--- src/rtl/mem_port_arbiter_pkg.sv ---
// mem_port_arbiter_pkg
// Shared constants and types for the unified-memory port arbiter.
// Holds the FSM state encoding, the requester id encoding, default bus
// widths and a small helper used to size saturating counters.
package mem_port_arbiter_pkg;

  localparam int DEFAULT_DATA_W     = 19;
  localparam int DEFAULT_ADDR_W     = 19;
  localparam int DEFAULT_MEM_LAT    = 1;
  localparam int DEFAULT_STARVE_MAX = 3;

  typedef enum logic [1:0] {
    IDLE  = 2'd0,
    ISSUE = 2'd1,
    WAIT  = 2'd2,
    DONE  = 2'd3
  } arb_state_t;

  typedef enum logic {
    REQ_IF = 1'b0,
    REQ_DM = 1'b1
  } req_id_t;

  // Number of bits needed to hold values 0..max_val, never less than one.
  function automatic int cnt_width(input int max_val);
    int w;
    w = 1;
    for (int i = 1; i < 32; i++) begin
      if ((1 << w) <= max_val) w = w + 1;
    end
    return w;
  endfunction

endpackage

--- src/rtl/arb_starve_ctr.sv ---
// arb_starve_ctr
// Saturating count of consecutive DM grants made while IF was waiting.
// Ports:
//   clk        system clock
//   reset      synchronous, active-high reset
//   dm_grant   DM wins arbitration this cycle
//   if_pending IF request is high this cycle
//   if_grant   IF wins arbitration this cycle
//   at_max     count has reached STARVE_MAX; IF must win the next contest
module arb_starve_ctr
  import mem_port_arbiter_pkg::*;
#(
  parameter int STARVE_MAX = DEFAULT_STARVE_MAX
) (
  input  logic clk,
  input  logic reset,
  input  logic dm_grant,
  input  logic if_pending,
  input  logic if_grant,
  output logic at_max
);

  localparam int CW = cnt_width(STARVE_MAX);
  localparam logic [CW-1:0] LIMIT = CW'(STARVE_MAX);

  logic [CW-1:0] count;

  // A DM grant with no IF waiting breaks the run of starving grants, so it
  // clears the count just like an IF grant does.
  always_ff @(posedge clk) begin
    if (reset) begin
      count <= '0;
    end else if (if_grant) begin
      count <= '0;
    end else if (dm_grant) begin
      if (!if_pending) begin
        count <= '0;
      end else if (count != LIMIT) begin
        count <= count + 1'b1;
      end
    end
  end

  assign at_max = (count == LIMIT);

endmodule

--- src/rtl/mem_port_arbiter.sv ---
// mem_port_arbiter
// Shares one single-ported memory between instruction fetch (IF, read only)
// and data access (DM, load/store). One transaction in flight at a time,
// fixed read latency MEM_LAT. DM has priority; after STARVE_MAX consecutive
// DM wins against a waiting IF, IF gets the next grant.
// Ports:
//   CLK, RESET                       clock, synchronous active-high reset
//   IF_REQ/IF_ADDR                   fetch request and address
//   IF_GNT/IF_DONE/IF_RDATA          fetch issued, fetch data valid, data
//   DM_REQ/DM_WE/DM_ADDR/DM_WDATA    data request, store flag, addr, data
//   DM_GNT/DM_DONE/DM_RDATA          access issued, access complete, data
//   MEM_EN/MEM_WE/MEM_ADDR/MEM_WDATA memory command (valid in ISSUE only)
//   MEM_RDATA                        memory read data
//   BUSY                             a transaction is in flight
module mem_port_arbiter
  import mem_port_arbiter_pkg::*;
#(
  parameter int DATA_W     = DEFAULT_DATA_W,
  parameter int ADDR_W     = DEFAULT_ADDR_W,
  parameter int MEM_LAT    = DEFAULT_MEM_LAT,
  parameter int STARVE_MAX = DEFAULT_STARVE_MAX
) (
  input  logic              CLK,
  input  logic              RESET,
  input  logic              IF_REQ,
  input  logic [ADDR_W-1:0] IF_ADDR,
  output logic              IF_GNT,
  output logic              IF_DONE,
  output logic [DATA_W-1:0] IF_RDATA,
  input  logic              DM_REQ,
  input  logic              DM_WE,
  input  logic [ADDR_W-1:0] DM_ADDR,
  input  logic [DATA_W-1:0] DM_WDATA,
  output logic              DM_GNT,
  output logic              DM_DONE,
  output logic [DATA_W-1:0] DM_RDATA,
  output logic              MEM_EN,
  output logic              MEM_WE,
  output logic [ADDR_W-1:0] MEM_ADDR,
  output logic [DATA_W-1:0] MEM_WDATA,
  input  logic [DATA_W-1:0] MEM_RDATA,
  output logic              BUSY
);

  localparam int WCW = cnt_width(MEM_LAT);
  // WAIT lasts MEM_LAT-1 cycles; the counter is loaded with one less than
  // that so it reaches zero in the last WAIT cycle.
  localparam logic [WCW-1:0] WAIT_LOAD = WCW'((MEM_LAT > 1) ? (MEM_LAT - 2) : 0);

  arb_state_t     state;
  req_id_t        owner;
  logic           is_store;
  logic [WCW-1:0] wait_cnt;

  logic dm_win;
  logic if_win;
  logic at_max;
  logic go_done;

  arb_starve_ctr #(
    .STARVE_MAX (STARVE_MAX)
  ) u_starve_ctr (
    .clk        (CLK),
    .reset      (RESET),
    .dm_grant   (dm_win),
    .if_pending (IF_REQ),
    .if_grant   (if_win),
    .at_max     (at_max)
  );

  // Arbitration only happens in IDLE. DM wins unless IF is also waiting
  // and has already been passed over STARVE_MAX times in a row.
  always_comb begin
    dm_win = 1'b0;
    if_win = 1'b0;
    if (state == IDLE) begin
      if (DM_REQ && !(IF_REQ && at_max)) begin
        dm_win = 1'b1;
      end else if (IF_REQ) begin
        if_win = 1'b1;
      end
    end
  end

  // Stores, and reads with single-cycle latency, finish straight from ISSUE;
  // longer reads finish when the WAIT counter runs out.
  always_comb begin
    go_done = 1'b0;
    case (state)
      ISSUE:   go_done = is_store || (MEM_LAT <= 1);
      WAIT:    go_done = (wait_cnt == '0);
      default: go_done = 1'b0;
    endcase
  end

  // Single FSM with every output registered. The MEM_* registers double as
  // the latch for the winner's command: they are loaded on the grant edge
  // and cleared again on the following edge.
  always_ff @(posedge CLK) begin
    if (RESET) begin
      state     <= IDLE;
      owner     <= REQ_IF;
      is_store  <= 1'b0;
      wait_cnt  <= '0;
      IF_GNT    <= 1'b0;
      IF_DONE   <= 1'b0;
      IF_RDATA  <= '0;
      DM_GNT    <= 1'b0;
      DM_DONE   <= 1'b0;
      DM_RDATA  <= '0;
      MEM_EN    <= 1'b0;
      MEM_WE    <= 1'b0;
      MEM_ADDR  <= '0;
      MEM_WDATA <= '0;
      BUSY      <= 1'b0;
    end else begin
      IF_GNT    <= 1'b0;
      DM_GNT    <= 1'b0;
      IF_DONE   <= 1'b0;
      DM_DONE   <= 1'b0;
      MEM_EN    <= 1'b0;
      MEM_WE    <= 1'b0;
      MEM_ADDR  <= '0;
      MEM_WDATA <= '0;

      case (state)
        IDLE: begin
          if (dm_win || if_win) begin
            owner     <= dm_win ? REQ_DM : REQ_IF;
            is_store  <= dm_win && DM_WE;
            MEM_EN    <= 1'b1;
            MEM_WE    <= dm_win && DM_WE;
            MEM_ADDR  <= dm_win ? DM_ADDR : IF_ADDR;
            MEM_WDATA <= (dm_win && DM_WE) ? DM_WDATA : '0;
            IF_GNT    <= if_win;
            DM_GNT    <= dm_win;
            BUSY      <= 1'b1;
            state     <= ISSUE;
          end
        end
        ISSUE: begin
          if (!go_done) begin
            wait_cnt <= WAIT_LOAD;
            state    <= WAIT;
          end
        end
        WAIT: begin
          if (!go_done) begin
            wait_cnt <= wait_cnt - 1'b1;
          end
        end
        DONE: begin
          BUSY  <= 1'b0;
          state <= IDLE;
        end
        default: begin
          state <= IDLE;
        end
      endcase

      // MEM_RDATA is valid exactly at the edge that enters DONE, so the
      // owner's read-data register is loaded here and then held.
      if (go_done) begin
        state   <= DONE;
        IF_DONE <= (owner == REQ_IF);
        DM_DONE <= (owner == REQ_DM);
        if (!is_store) begin
          if (owner == REQ_IF) begin
            IF_RDATA <= MEM_RDATA;
          end else begin
            DM_RDATA <= MEM_RDATA;
          end
        end
      end
    end
  end

endmodule

--- config.mk ---
export PLATFORM = sky130hd
export DESIGN_NAME = mem_port_arbiter
export DESIGN_NICKNAME = d
export VERILOG_FILES = /design/src/rtl/mem_port_arbiter_pkg.sv /design/src/rtl/arb_starve_ctr.sv /design/src/rtl/mem_port_arbiter.sv
export SDC_FILE = /design/constraint.sdc
export NUM_CORES = 1
export LEC_CHECK = 0
export CAP_MARGIN = 20
export CELL_PAD_IN_SITES_DETAIL_PLACEMENT = 1
export CELL_PAD_IN_SITES_GLOBAL_PLACEMENT = 1
export CORE_MARGIN = 10
export CORE_UTILIZATION = 28
export DETAILED_ROUTE_END_ITERATION = 8
export PLACE_DENSITY_LB_ADDON = 0.1
export SYNTH_ARGS = -nofsm -noshare
export SYNTH_HDL_FRONTEND = slang
export SYNTH_SLANG_ARGS = --single-unit
--- constraint.sdc ---
create_clock -name CLK -period 2.1 [get_ports CLK]
set_input_delay 0.42 -clock CLK [delete_from_list [all_inputs] [get_ports CLK]]
set_output_delay 0.42 -clock CLK [all_outputs]
set_load 0.02 [all_outputs]
Yosys cells after proc, flatten, opt, wreduce, memory -nomap -nowiden. Cells that the tools add are included.

Input port bits: 81. Output and inout bits: 83. Bits in registers: 90.

Bitwise gates (word level): 7. Mux-type cells: 19. Eq/ne operators: 10. Reductions and logical operators: 21. $add $sub $neg: 2.

Operators with widths (number): 19-bit two-way mux (1); 1-bit two-way mux (10); 3-bit AND reduction (3); 2-bit two-way mux (4); 2-bit AND reduction (4); 1-bit inverter (7); 2-bit == test (second input constant) (3); 2-bit inequality test (second input constant) (3); 1-bit case mux with 2 select lines (3); 2-bit case mux with 3 select lines (1); 2-bit OR reduction (3); 2-bit by 1-bit inequality test with 1-bit output (second input constant) (2); 2-bit nonzero test (2); 4-bit nonzero test (1); 4-bit OR reduction (1); 1-bit logical AND (3); 3-bit by 2-bit inequality test with 1-bit output (second input constant) (1); 3-bit OR reduction (1); 2-bit by 1-bit adder with 2-bit output (second input constant) (1); 2-bit by 1-bit == test with 1-bit output (second input constant) (1); 2-bit logical NOT (1); 1-bit logical NOT (1); 1-bit logical OR (1); 1-bit subtractor (second input constant) (1).

Longest topological paths before layout. Gate-level depths: netlist (run 1).

Word-level depth: 10. Depth in mapped cells: 8.

By module. From an unflattened synthesis (run 1), not the netlist that was laid out.

Cells, all modules: 318. Area total of the unflattened synthesis: 3211.8 um^2.

By module, submodules not included: mem_port_arbiter (cells an instance 307, instances 1, area each 3099.2 um^2); arb_starve_ctr (cells an instance 11, instances 1, area each 112.6 um^2).

Least setup slack after synthesis (run 1). OpenSTA, ideal clock, no wires.

Path kind: reg-to-reg. Start: register state[0]. End: register DM_RDATA[10]. Stages on the path, launching flop included: 9. Setup time: 128 ps. Period minus slack after synthesis: 1601 ps. Slack: 499 ps. Data arrival time: 1473 ps. Data required time: 1972 ps. Path buffers: 2. Path through: dfxtp_1 -> inv_1 -> ha_1 -> nor2b_4 -> o2111ai_2 -> buf_6 -> buf_12 -> mux2i_1 -> nor2_1.

Word-level cells in the longest chain between the ends: 3. Elaborated cells between the ends (all ways): 4.

RTL lines: start, declared (RTL line mem_port_arbiter.sv:50) `arb_state_t state;`; start signal, assigned (RTL line mem_port_arbiter.sv:101) `state <= IDLE;`; start signal, assigned (RTL line mem_port_arbiter.sv:138) `state <= ISSUE;`; start signal, assigned (RTL line mem_port_arbiter.sv:144) `state <= WAIT;`; 2-bit == test or 2-bit by 1-bit == test with 1-bit output (tied branches) (RTL line mem_port_arbiter.sv:89) `case (state)`; 1-bit case mux with 2 select lines * (RTL line mem_port_arbiter.sv:89); 3-bit AND reduction (no source line) *; end signal, assigned (RTL line mem_port_arbiter.sv:110) `DM_RDATA <= '0;`; end signal, assigned (RTL line mem_port_arbiter.sv:171) `DM_RDATA <= MEM_RDATA;`; end, declared (RTL line mem_port_arbiter.sv:36) `output logic [DATA_W-1:0] DM_RDATA,`.

Mark *: on every way between the ends. The rest lies on a longest branch, timed or not. A chain may end at the register's enable or synchronous reset.

Worst setup path after layout (run 1).
Start: register BUSY. End: output port BUSY.

RTL lines: start, declared (RTL line mem_port_arbiter.sv:42) `output logic BUSY`; start signal, assigned (RTL line mem_port_arbiter.sv:115) `BUSY <= 1'b0;`; start signal, assigned (RTL line mem_port_arbiter.sv:137) `BUSY <= 1'b1;`; start signal, assigned (RTL line mem_port_arbiter.sv:153) `BUSY <= 1'b0;`.

No word-level cell between the ends.

==> results of run 1 <==
cells by family (layout without fill, tap and decap cells):
group / count (synthesis) / after routing
and+or+nand+nor: 119 / 119
adders and majority gates: 7 / 7
muxes: 38 / 38
AOI/OAI and AO/OA: 37 / 37
DFF: 90 / 90
buffers and inverters: 24 / 192
state kept, by name, summed over array words and instances, names as in the netlist:
register / cells
DM_DONE: 1
IF_RDATA: 19
owner: 1
BUSY: 1
MEM_ADDR: 19
DM_GNT: 1
MEM_WDATA: 19
u_starve_ctr.count: 2
state: 2
IF_DONE: 1
MEM_EN: 1
DM_RDATA: 19
wait_cnt: 1
is_store: 1
IF_GNT: 1
MEM_WE: 1
layout by cell type, fill, tap and decap left out, drive strengths merged, types with 2 or more instances in the layout:
| cell | synthesis | final |
|---|---|---|
| clkdlybuf4s50 | 0 | 162 |
| dfxtp | 90 | 90 |
| nor2 | 48 | 48 |
| nand2 | 43 | 43 |
| mux2i | 38 | 38 |
| a21oi | 22 | 22 |
| and2 | 20 | 20 |
| clkbuf | 9 | 13 |
| buf | 8 | 8 |
| inv | 7 | 7 |
| ha | 7 | 7 |
| o21ai | 5 | 5 |
| nor3 | 2 | 2 |
| and3 | 2 | 2 |
| clkinv | 0 | 2 |
layer usage:
metal / up-vias / track usage, %
met1: 1297 / 13.55
met4: 0 / 5.023
met5: - / 0
li1: 1360 / -
met2: 83 / 22.30
met3: 9 / 6.039
where the power goes:
part	total, mW	internal [mW]	switching (mW)
registers	2.10	1.98	0.121
clock network	1.57	0.922	0.651
logic	1.90	0.902	1.00
final timing paths:
kind | to | from | slack [ns]
setup / recovery | BUSY | BUSY$_SDFFE_PP0P_ | 0.38
hold / removal | BUSY$_SDFFE_PP0P_ | RESET | 0.44
setup reg to reg | DM_RDATA[8]$_SDFFE_PP0P_ | state[0]$_SDFFE_PP0P_ | 0.39
hold reg to reg | BUSY$_SDFFE_PP0P_ | BUSY$_SDFFE_PP0P_ | 0.49
area by class of cell:
type | count | area, sq um | share of cell area, %
Sequential cell | 90 | 1802 | 34.51
Timing Repair Buffer | 170 | 1704 | 32.64
Multi-Input combinational cell | 201 | 1224 | 23.44
Clock buffer | 13 | 280.3 | 5.368
Tap cell | 140 | 175.2 | 3.355
Inverter | 7 | 26.28 | 0.5032
Clock inverter | 2 | 10.01 | 0.1917
==> key figures, run 1 <==
STA
  – Worst-margin pin slew: approximately 0.40 ns
  – Count of final setup violators: 0
  – Total count of hold-check failures in the final report: 0
  – Final-layout worst hold slack: 0.4371 ns
  – RSZ-0062 raised after global routing: false
  – Worst slew margin: 73.17%
  – Setup skew after layout: 0.006139 ns
  – Final max-slew violation count: 0
  – Achievable clock frequency: 579.8 MHz
  – Final setup TNS: 0 ns
  – Fin worst setup slack: 0.3753 ns
  – Minimum clock period: between 1.5 and 2 ns
  – Ratio of final minimum period to clock period: around 82%

Cells and area
  – Utilization after layout: between 40% and 50%
  – Non-Filler Cell Area, Final: roughly 5200 sq um
  – Total number of nets in the final design: between 500 and 600
  – Final std cells w/o fill: 623
  – Number of antenna repair diodes: 0
  – Filler cell count in the final layout: 1,260
  – Growth of design area from synthesis to finish: 64.36%
  – Share of post-route cells with drive strength above 1: about 6%

Routing
  – Via-per-instance ratio: between 4 and 5
  – Violation count after the first detailed-routing iteration: 84
  – Routed met3 length: around 950 microns
  – Antenna-violating nets left: 0
  – Total via count after detailed routing: approximately 2,700
  – Uppermost layer routed: met4
  – Routed len/inst: between 15 and 20 microns
  – Post-detailed-routing wire length: about 10 mm
  – Number of iterations in the first detailed-routing pass: 4
  – Post-Route M1 WL: 3.951 mm
  – Met2 wire length: between 5 and 6 mm
  – DRC violation count after routing: 0

Critical path
  – Top fanout value on the critical path: 2
  – Number of buffers and inverters on the critical path: 1
  – Worst-path cell chain: clkdlybuf4s50_1
  – CP delay by family, top: buffers and inverters
  – Number of cells on the critical path: 1
  – R2R depth: 7
  – Type of element launching the critical path: flip-flop
  – Class of the most critical setup path: flip-flop to output port
  – Max stage delay cell, worst path: clkdlybuf4s50_1
  – Data required time at the worst endpoint: 1.68 ns
  – Largest stage delay, worst path: between 0.6 and 0.7 ns
  – Arr. time, crit path: 1.30 ns
  – Critical path endpoint category: output port

Die
  – Width of the die: 126.5 microns
  – Boundary pin count: 164
  – Die Ht: ~130 microns
  – Site row count: 38
  – Starting density of the core: 28.92%
  – Core outline area: 10,980 sq um
  – Die area: ~16,000 sq um

Clock tree
  – Number of buffers added to fix hold violations after cts: 0
  – H-tree levels: 3
  – CTS buffer count: 9
  – Insertion delay of the later-clocked pin in the worst-skew pair: ~0.34 ns
  – Maximum root-to-sink buffer count: 2
  – Clock-pin slew of the registers on the worst-case setup and hold paths: 0.06 ns
  – Cts repair resizes: 0
  – Post-CTS setup-driven buffer insertion count: 0
  – Clk sinks: 90
  – TritonCTS clock tree: built
  – Library cell used as clock root buffer: clkbuf_16

Yosys
  – Yosys top cell area share: a little under three fifths
  – Number of instances in the synthesized netlist: about 320
  – Sequential element share of the synthesized area: a little under three fifths
  – Dominant combinational cell family by area after synthesis: simple AND/OR/NAND/NOR gates
  – Number of synthesized flops with an enable pin: 0
  – Cell type contributing the most total cell area after synthesis: dfxtp_1
  – Post-synthesis area per instance: 10.09 sq um
  – Multiplexer area fraction after synthesis: a little under an eighth
  – Xor/xnor share of the synthesized area: 0%
  – Post-synthesis cell type count: 32
  – Most frequent cells after synthesis: 90 x dfxtp_1, 48 x nor2_1, 43 x nand2_1, 38 x mux2i_1, 22 x a21oi_1
  – Synth Warn #: 0
  – Synthesized flop and latch total: 90
  – Leading cell types by total area after synthesis: dfxtp_1 57%, mux2i_1 12%, nor2_1 5.7%
  – Most instantiated library cell after synthesis: dfxtp_1
  – Synth Area in Compound Gates: 7.365%
  – Combined area of all synthesized cells: about 3200 sq um
  – Basic-gate share of the synthesized area counting and, or, nand and nor cells: around 16%
  – Fraction of synthesis flops using an asynchronous set or reset pin: 0%
  – Number of nets produced by synthesis: around 400
  – Leading register cell type out of synthesis: dfxtp_1
  – Post-synthesis adder-cell area fraction: between 2 and 3%

Hold path
  – Hold Path Class: input port to flip-flop
  – Hold-critical path depth: 2

Global route
  – Aggregate global-route resource usage: roughly 13%
  – Largest net degree at the start of global routing: 38
  – Overflow left after global routing: 0
  – Global-route wire length before repair: approximately 17 mm
  – Number of global-route vias before repair: approximately 3,000
  – Number of antenna violations at the first check in global routing: 0

Placed design
  – Cell Area, Placed: between 4000 and 5000 sq um
  – Weighted congestion reported at the end of routability-driven placement: about 0.67
  – Cell Count Post-Placement: about 600
  – Worst slack, placed: roughly 0.17 ns
  – Port-buffer cells: 163
  – Dpl hpwl: ~7.9 mm

Power and ir drop
  – Maximum vdd drop: approximately 0.00055 V
  – Overall power after layout: ~5.6 mW
  – Leakage power of the design: about 2.3 nW
  – PD cells: 1069 nW/um^2

Run status
  – Outcome: finished, final reports clean

Flow run
  – Number of max-cap violations: 0
Note: power is estimated with default switching activity, not from simulation.
==> run 2, diff against run 1 <==
==> constraint.sdc (replaced) <==
create_clock -name CLK -period 1.7 [get_ports CLK]
set_input_delay 0.34 -clock CLK [delete_from_list [all_inputs] [get_ports CLK]]
set_output_delay 0.34 -clock CLK [all_outputs]
set_load 0.02 [all_outputs]
==> key figures, run 2 (synthesized netlist as in run 1, its figures left out) <==
Placed design
  – Port-buffer cells: about 160
  – Dpl hpwl: 7.907 mm
  – Weighted congestion reported at the end of routability-driven placement: approximately 0.67
  – Cell Count Post-Placement: between 600 and 700
  – Cell Area, Placed: 5019 sq um

Clock tree
  – Clk sinks: 90
  – CTS buffer count: 9
  – Clock-pin slew of the registers on the worst-case setup and hold paths: roughly 0.060 ns
  – Maximum root-to-sink buffer count: 2
  – Insertion delay of the later-clocked pin in the worst-skew pair: about 0.34 ns
  – Library cell used as clock root buffer: clkbuf_16
  – Number of buffers added to fix hold violations after cts: 0
  – TritonCTS clock tree: built
  – H-tree levels: 3

STA
  – Minimum clock period: approximately 1.7 ns
  – Count of final setup violators: 0
  – Total count of hold-check failures in the final report: 0
  – Achievable clock frequency: approximately 600 MHz
  – Setup skew after layout: about 0.0087 ns
  – Worst slew margin: around three quarters
  – RSZ-0062 raised after global routing: true
  – Worst-margin pin slew: approximately 0.36 ns
  – Ratio of final minimum period to clock period: a little over nine tenths
  – Final max-slew violation count: 0
  – Final setup TNS: 0 ns

Run status
  – Outcome: finished, final reports clean

Routing
  – Routed len/inst: 16.93 microns
  – Total via count after detailed routing: about 2,800
  – Antenna-violating nets left: 0
  – Post-detailed-routing wire length: approximately 11 mm
  – DRC violation count after routing: 0
  – Via-per-instance ratio: 4.382
  – Violation count after the first detailed-routing iteration: 84
  – Number of iterations in the first detailed-routing pass: 4

Critical path
  – Class of the most critical setup path: flip-flop to flip-flop
  – Top fanout value on the critical path: 5
  – Data required time at the worst endpoint: 1.92 ns
  – Arr. time, crit path: about 1.9 ns
  – Critical path endpoint category: flip-flop
  – Type of element launching the critical path: flip-flop

Flow run
  – Number of max-cap violations: 0

Die
  – Site row count: 38
  – Die area: ~16,000 sq um
  – Core outline area: roughly 11,000 sq um
  – Width of the die: between 100 and 150 microns
  – Starting density of the core: just under 30%
  – Die Ht: approximately 130 microns
  – Boundary pin count: around 160

Cells and area
  – Top library cells by usage in the layout, fill and taps aside: 160 x clkdlybuf4s50_1, 88 x dfxtp_1, 48 x nor2_1
  – Total number of nets in the final design: 581
  – Final std cells w/o fill: approximately 640
  – Utilization after layout: between 50% and 60%
  – Non-Filler Cell Area, Final: 5500 sq um
  – Growth of design area from synthesis to finish: 73.14%
  – Number of antenna repair diodes: 0
  – Share of post-route cells with drive strength above 1: a little over a tenth
  – Commonest non-fill, non-tap cell in the layout: clkdlybuf4s50_1

Power and ir drop
  – Maximum vdd drop: ~0.00054 V
  – Leakage power of the design: about 2.4 nW
  – PD cells: about 1300 nW/um^2
  – Overall power after layout: 7.241 mW

Global route
  – Number of global-route vias before repair: between 2,000 and 3,000
  – Global-route wire length before repair: approximately 16 mm
  – Largest net degree at the start of global routing: 26
  – Aggregate global-route resource usage: 12.68%
  – Overflow left after global routing: 0
  – Number of antenna violations at the first check in global routing: 0

Hold path
  – Hold Path Class: input port to flip-flop
==> run 2: per-stage QoR <==
step / setup slack [ns] / hold WS [ns]
2_1_floorplan: 0.09903 / 0.4617
3_3_place_gp: 0.07507 / 0.4749
3_5_place_dp: 0.01229 / 0.4872
4_1_cts: -0.003237 / 0.3672
5_1_grt: -0.05333 / 0.4055
6_report: 0.04391 / 0.3758
==> run 2: final cells by class <==
class | count | area, sq um
fillers | 1239 | 5483
repair buffers | 184 | 1903
flip-flops and latches | 90 | 1807
multi-input cells | 201 | 1290
clock buffers | 13 | 270.3
well taps | 140 | 175.2
inverters | 7 | 32.53
clock inverters | 3 | 22.52
==> run 2: repair_timing <==
| action | 4_1_cts | 5_1_grt |
|---|---|---|
| setup buffers | 0 | 6 |
| gates cloned | 0 | 3 |
| endpoints found under the setup margin | 1 | 56 |
| endpoints found under the hold margin | 0 | 0 |
| resized for setup | 0 | 19 |
| pin swaps | 0 | 4 |
==> run 2: worst paths after layout <==
check / from / slack [ns] / to / cells after the start
max reg2reg: state[1]$_SDFFE_PP0P_ / 0.04 / DM_RDATA[12]$_SDFFE_PP0P_ / 6
min: RESET / 0.38 / state[1]$_SDFFE_PP0P_ / 3
max: state[1]$_SDFFE_PP0P_ / 0.04 / DM_RDATA[12]$_SDFFE_PP0P_ / 6
min reg2reg: DM_RDATA[17]$_SDFFE_PP0P_ / 0.49 / DM_RDATA[17]$_SDFFE_PP0P_ / 2
==> run 2: power by group <==
group / internal (mW) / total (mW) / switching (mW)
Sequential: 2.46 / 2.62 / 0.160
Combinational: 1.36 / 2.70 / 1.34
Clock: 1.11 / 1.93 / 0.818
Total: 4.93 / 7.24 / 2.31
==> run 2: worst max-delay path: stages, from the launching register on <==
cell and delay [ns]:
dfxtp_4 0.39, clkinvlp_4 0.14, ha_4 0.20, o2111ai_4 0.33
clkbuf_16 0.24, mux2i_1 0.18, nor2_1 0.06
==> run 2: layer usage <==
layer / vias up / track usage, % / part of all wire (%)
li1: 1390 / - / -
met1: 1304 / 12.57 / 39
met2: 86 / 22.21 / 51
met3: 16 / 5.789 / 8.8
met4: 0 / 5.827 / 1.7
met5: - / 0 / 0
==> run 3, diff against run 2 <==
--- a/config.mk
+++ b/config.mk
@@ -12,6 +12,7 @@
 export CORE_UTILIZATION = 28
 export DETAILED_ROUTE_END_ITERATION = 8
 export PLACE_DENSITY_LB_ADDON = 0.1
+export SETUP_SLACK_MARGIN = 0.1
 export SYNTH_ARGS = -nofsm -noshare
 export SYNTH_HDL_FRONTEND = slang
 export SYNTH_SLANG_ARGS = --single-unit
==> key figures, run 3 (synthesized netlist as in run 1, its figures left out) <==
Cells and area
  – Growth of design area from synthesis to finish: 73.93%
  – Share of post-route cells with drive strength above 1: a little under an eighth
  – Commonest non-fill, non-tap cell in the layout: dfxtp_1
  – Non-Filler Cell Area, Final: 5525 sq um
  – Top library cells by usage in the layout, fill and taps aside: 88 x dfxtp_1, 83 x dlygate4sd2_1, 79 x clkdlybuf4s50_1
  – Number of antenna repair diodes: 0
  – Total number of nets in the final design: 588
  – Filler cell count in the final layout: between 1,000 and 1,500

STA
  – Final max-slew violation count: 0
  – RSZ-0062 raised after global routing: true
  – Achievable clock frequency: roughly 600 MHz
  – Total count of hold-check failures in the final report: 0
  – Minimum clock period: approximately 1.7 ns
  – Setup skew after layout: between 0.007 and 0.008 ns
  – Count of final setup violators: 0
  – Ratio of final minimum period to clock period: a little over nine tenths
  – Worst slew margin: 75.39%
  – Worst-margin pin slew: around 0.37 ns

Critical path
  – Critical path endpoint category: flip-flop
  – Class of the most critical setup path: flip-flop to flip-flop
  – Arr. time, crit path: between 1.5 and 2 ns
  – Type of element launching the critical path: flip-flop
  – Top fanout value on the critical path: 8
  – Data required time at the worst endpoint: a little under 2 ns

Die
  – Boundary pin count: roughly 160
  – Width of the die: around 130 microns
  – Core outline area: roughly 11,000 sq um
  – Die Ht: 126.5 microns
  – Die area: between 15,000 and 20,000 sq um
  – Starting density of the core: between 20% and 30%
  – Site row count: 38

Routing
  – Violation count after the first detailed-routing iteration: roughly 80
  – Total via count after detailed routing: 2,813
  – Number of iterations in the first detailed-routing pass: 4
  – DRC violation count after routing: 0
  – Antenna-violating nets left: 0
  – Routed len/inst: between 15 and 20 microns
  – Via-per-instance ratio: 4.361
  – Post-detailed-routing wire length: 11.10 mm

Clock tree
  – Clock-pin slew of the registers on the worst-case setup and hold paths: around 0.060 ns
  – Insertion delay of the later-clocked pin in the worst-skew pair: between 0.3 and 0.4 ns
  – Library cell used as clock root buffer: clkbuf_16
  – TritonCTS clock tree: built
  – Clk sinks: 90
  – H-tree levels: 3
  – Maximum root-to-sink buffer count: 2
  – Number of buffers added to fix hold violations after cts: 0
  – CTS buffer count: 9

Power and ir drop
  – Maximum vdd drop: 0.0007384 V
  – PD cells: approximately 1300 nW/um^2
  – Leakage power of the design: 2.824 nW
  – Overall power after layout: about 7.4 mW

Global route
  – Largest net degree at the start of global routing: 34
  – Global-route wire length before repair: between 15 and 20 mm
  – Aggregate global-route resource usage: 13.71%
  – Overflow left after global routing: 0
  – Number of global-route vias before repair: between 3,000 and 4,000
  – Number of antenna violations at the first check in global routing: 0

Placed design
  – Port-buffer cells: between 150 and 200
  – Cell Area, Placed: ~5000 sq um
  – Weighted congestion reported at the end of routability-driven placement: ~0.74
  – Dpl hpwl: ~8 mm

Flow run
  – Number of max-cap violations: 0

Run status
  – Outcome: finished, final reports clean

Hold path
  – Hold Path Class: input port to flip-flop
run 3: cell types whose count changed in the layout (fill, tap and decap cells not counted), sizes merged:
cell / previous run / this run
dlygate4sd2: 0 / 83
clkdlybuf4s50: 160 / 79
buf: 20 / 28
clkinvlp: 4 / 0
bufinv: 0 / 2
dlymetal6s2s: 2 / 0
inv: 6 / 7
run 3: critical path: stages (launching register included):
cell,delay (ns)
dfxtp_2,0.36
inv_4,0.05
ha_4,0.15
nor2b_4,0.13
buf_6,0.12
o211ai_4,0.19
buf_4,0.16
buf_12,0.13
mux2i_1,0.19
nor2_1,0.05
run 3: repair_timing:
| item | 4_1_cts | 5_1_grt |
|---|---|---|
| endpoints found under the setup margin | 144 | 80 |
| gates cloned | 3 | 1 |
| buffers inserted | 9 | 1 |
| pin swaps | 1 | 4 |
| gates resized for setup | 101 | 10 |
run 3: final timing paths:
| kind | from | end | slack, ns | depth (start not counted) |
|---|---|---|---|---|
| setup reg to reg | state[0]$_SDFFE_PP0P_ | IF_RDATA[8]$_SDFFE_PP0P_ | 0.03 | 9 |
| setup / recovery | state[0]$_SDFFE_PP0P_ | IF_RDATA[8]$_SDFFE_PP0P_ | 0.03 | 9 |
| hold / removal | RESET | is_store$_SDFFE_PP0P_ | 0.37 | 3 |
| hold reg to reg | IF_RDATA[6]$_SDFFE_PP0P_ | IF_RDATA[6]$_SDFFE_PP0P_ | 0.49 | 2 |
run 3: layer usage:
metal  part of all wire, %  global-route usage (%)
met1                    38                   13.55
met2                    52                   23.97
met5                     0                       0
met4                   1.2                   3.952
met3                   9.4                   7.830
run 3: metrics by stage:
stage	worst slack [ns]	hold slack [ns]	TNS, ns	std cells	util [%]
3_5_place_dp	-0.08224	0.4840	-0.1292	615	45.72
6_report	0.02669	0.3685	0	645	50.31
4_1_cts	0.05393	0.3446	0	643	49.74
2_1_floorplan	0.1183	0.4617	0	315	-
3_3_place_gp	-0.05052	0.4747	-0.08428	615	45.72
5_1_grt	-0.03332	0.3645	-0.1887	645	50.31
run 3: power by group:
group          internal, mW  switching (mW)
combinational          1.27            1.42
clock                  1.33           0.792
sequential             2.45           0.151
run 3: cell type report:
class	instances	area (sq um)	share of cell area (%)
clock buffers	14	254.0	4.597
clock inverters	2	60.06	1.087
inverters	7	31.28	0.5661
multi-input cells	201	1309	23.69
flip-flops and latches	90	1804	32.65
well taps	140	175.2	3.170
repair buffers	191	1892	34.24
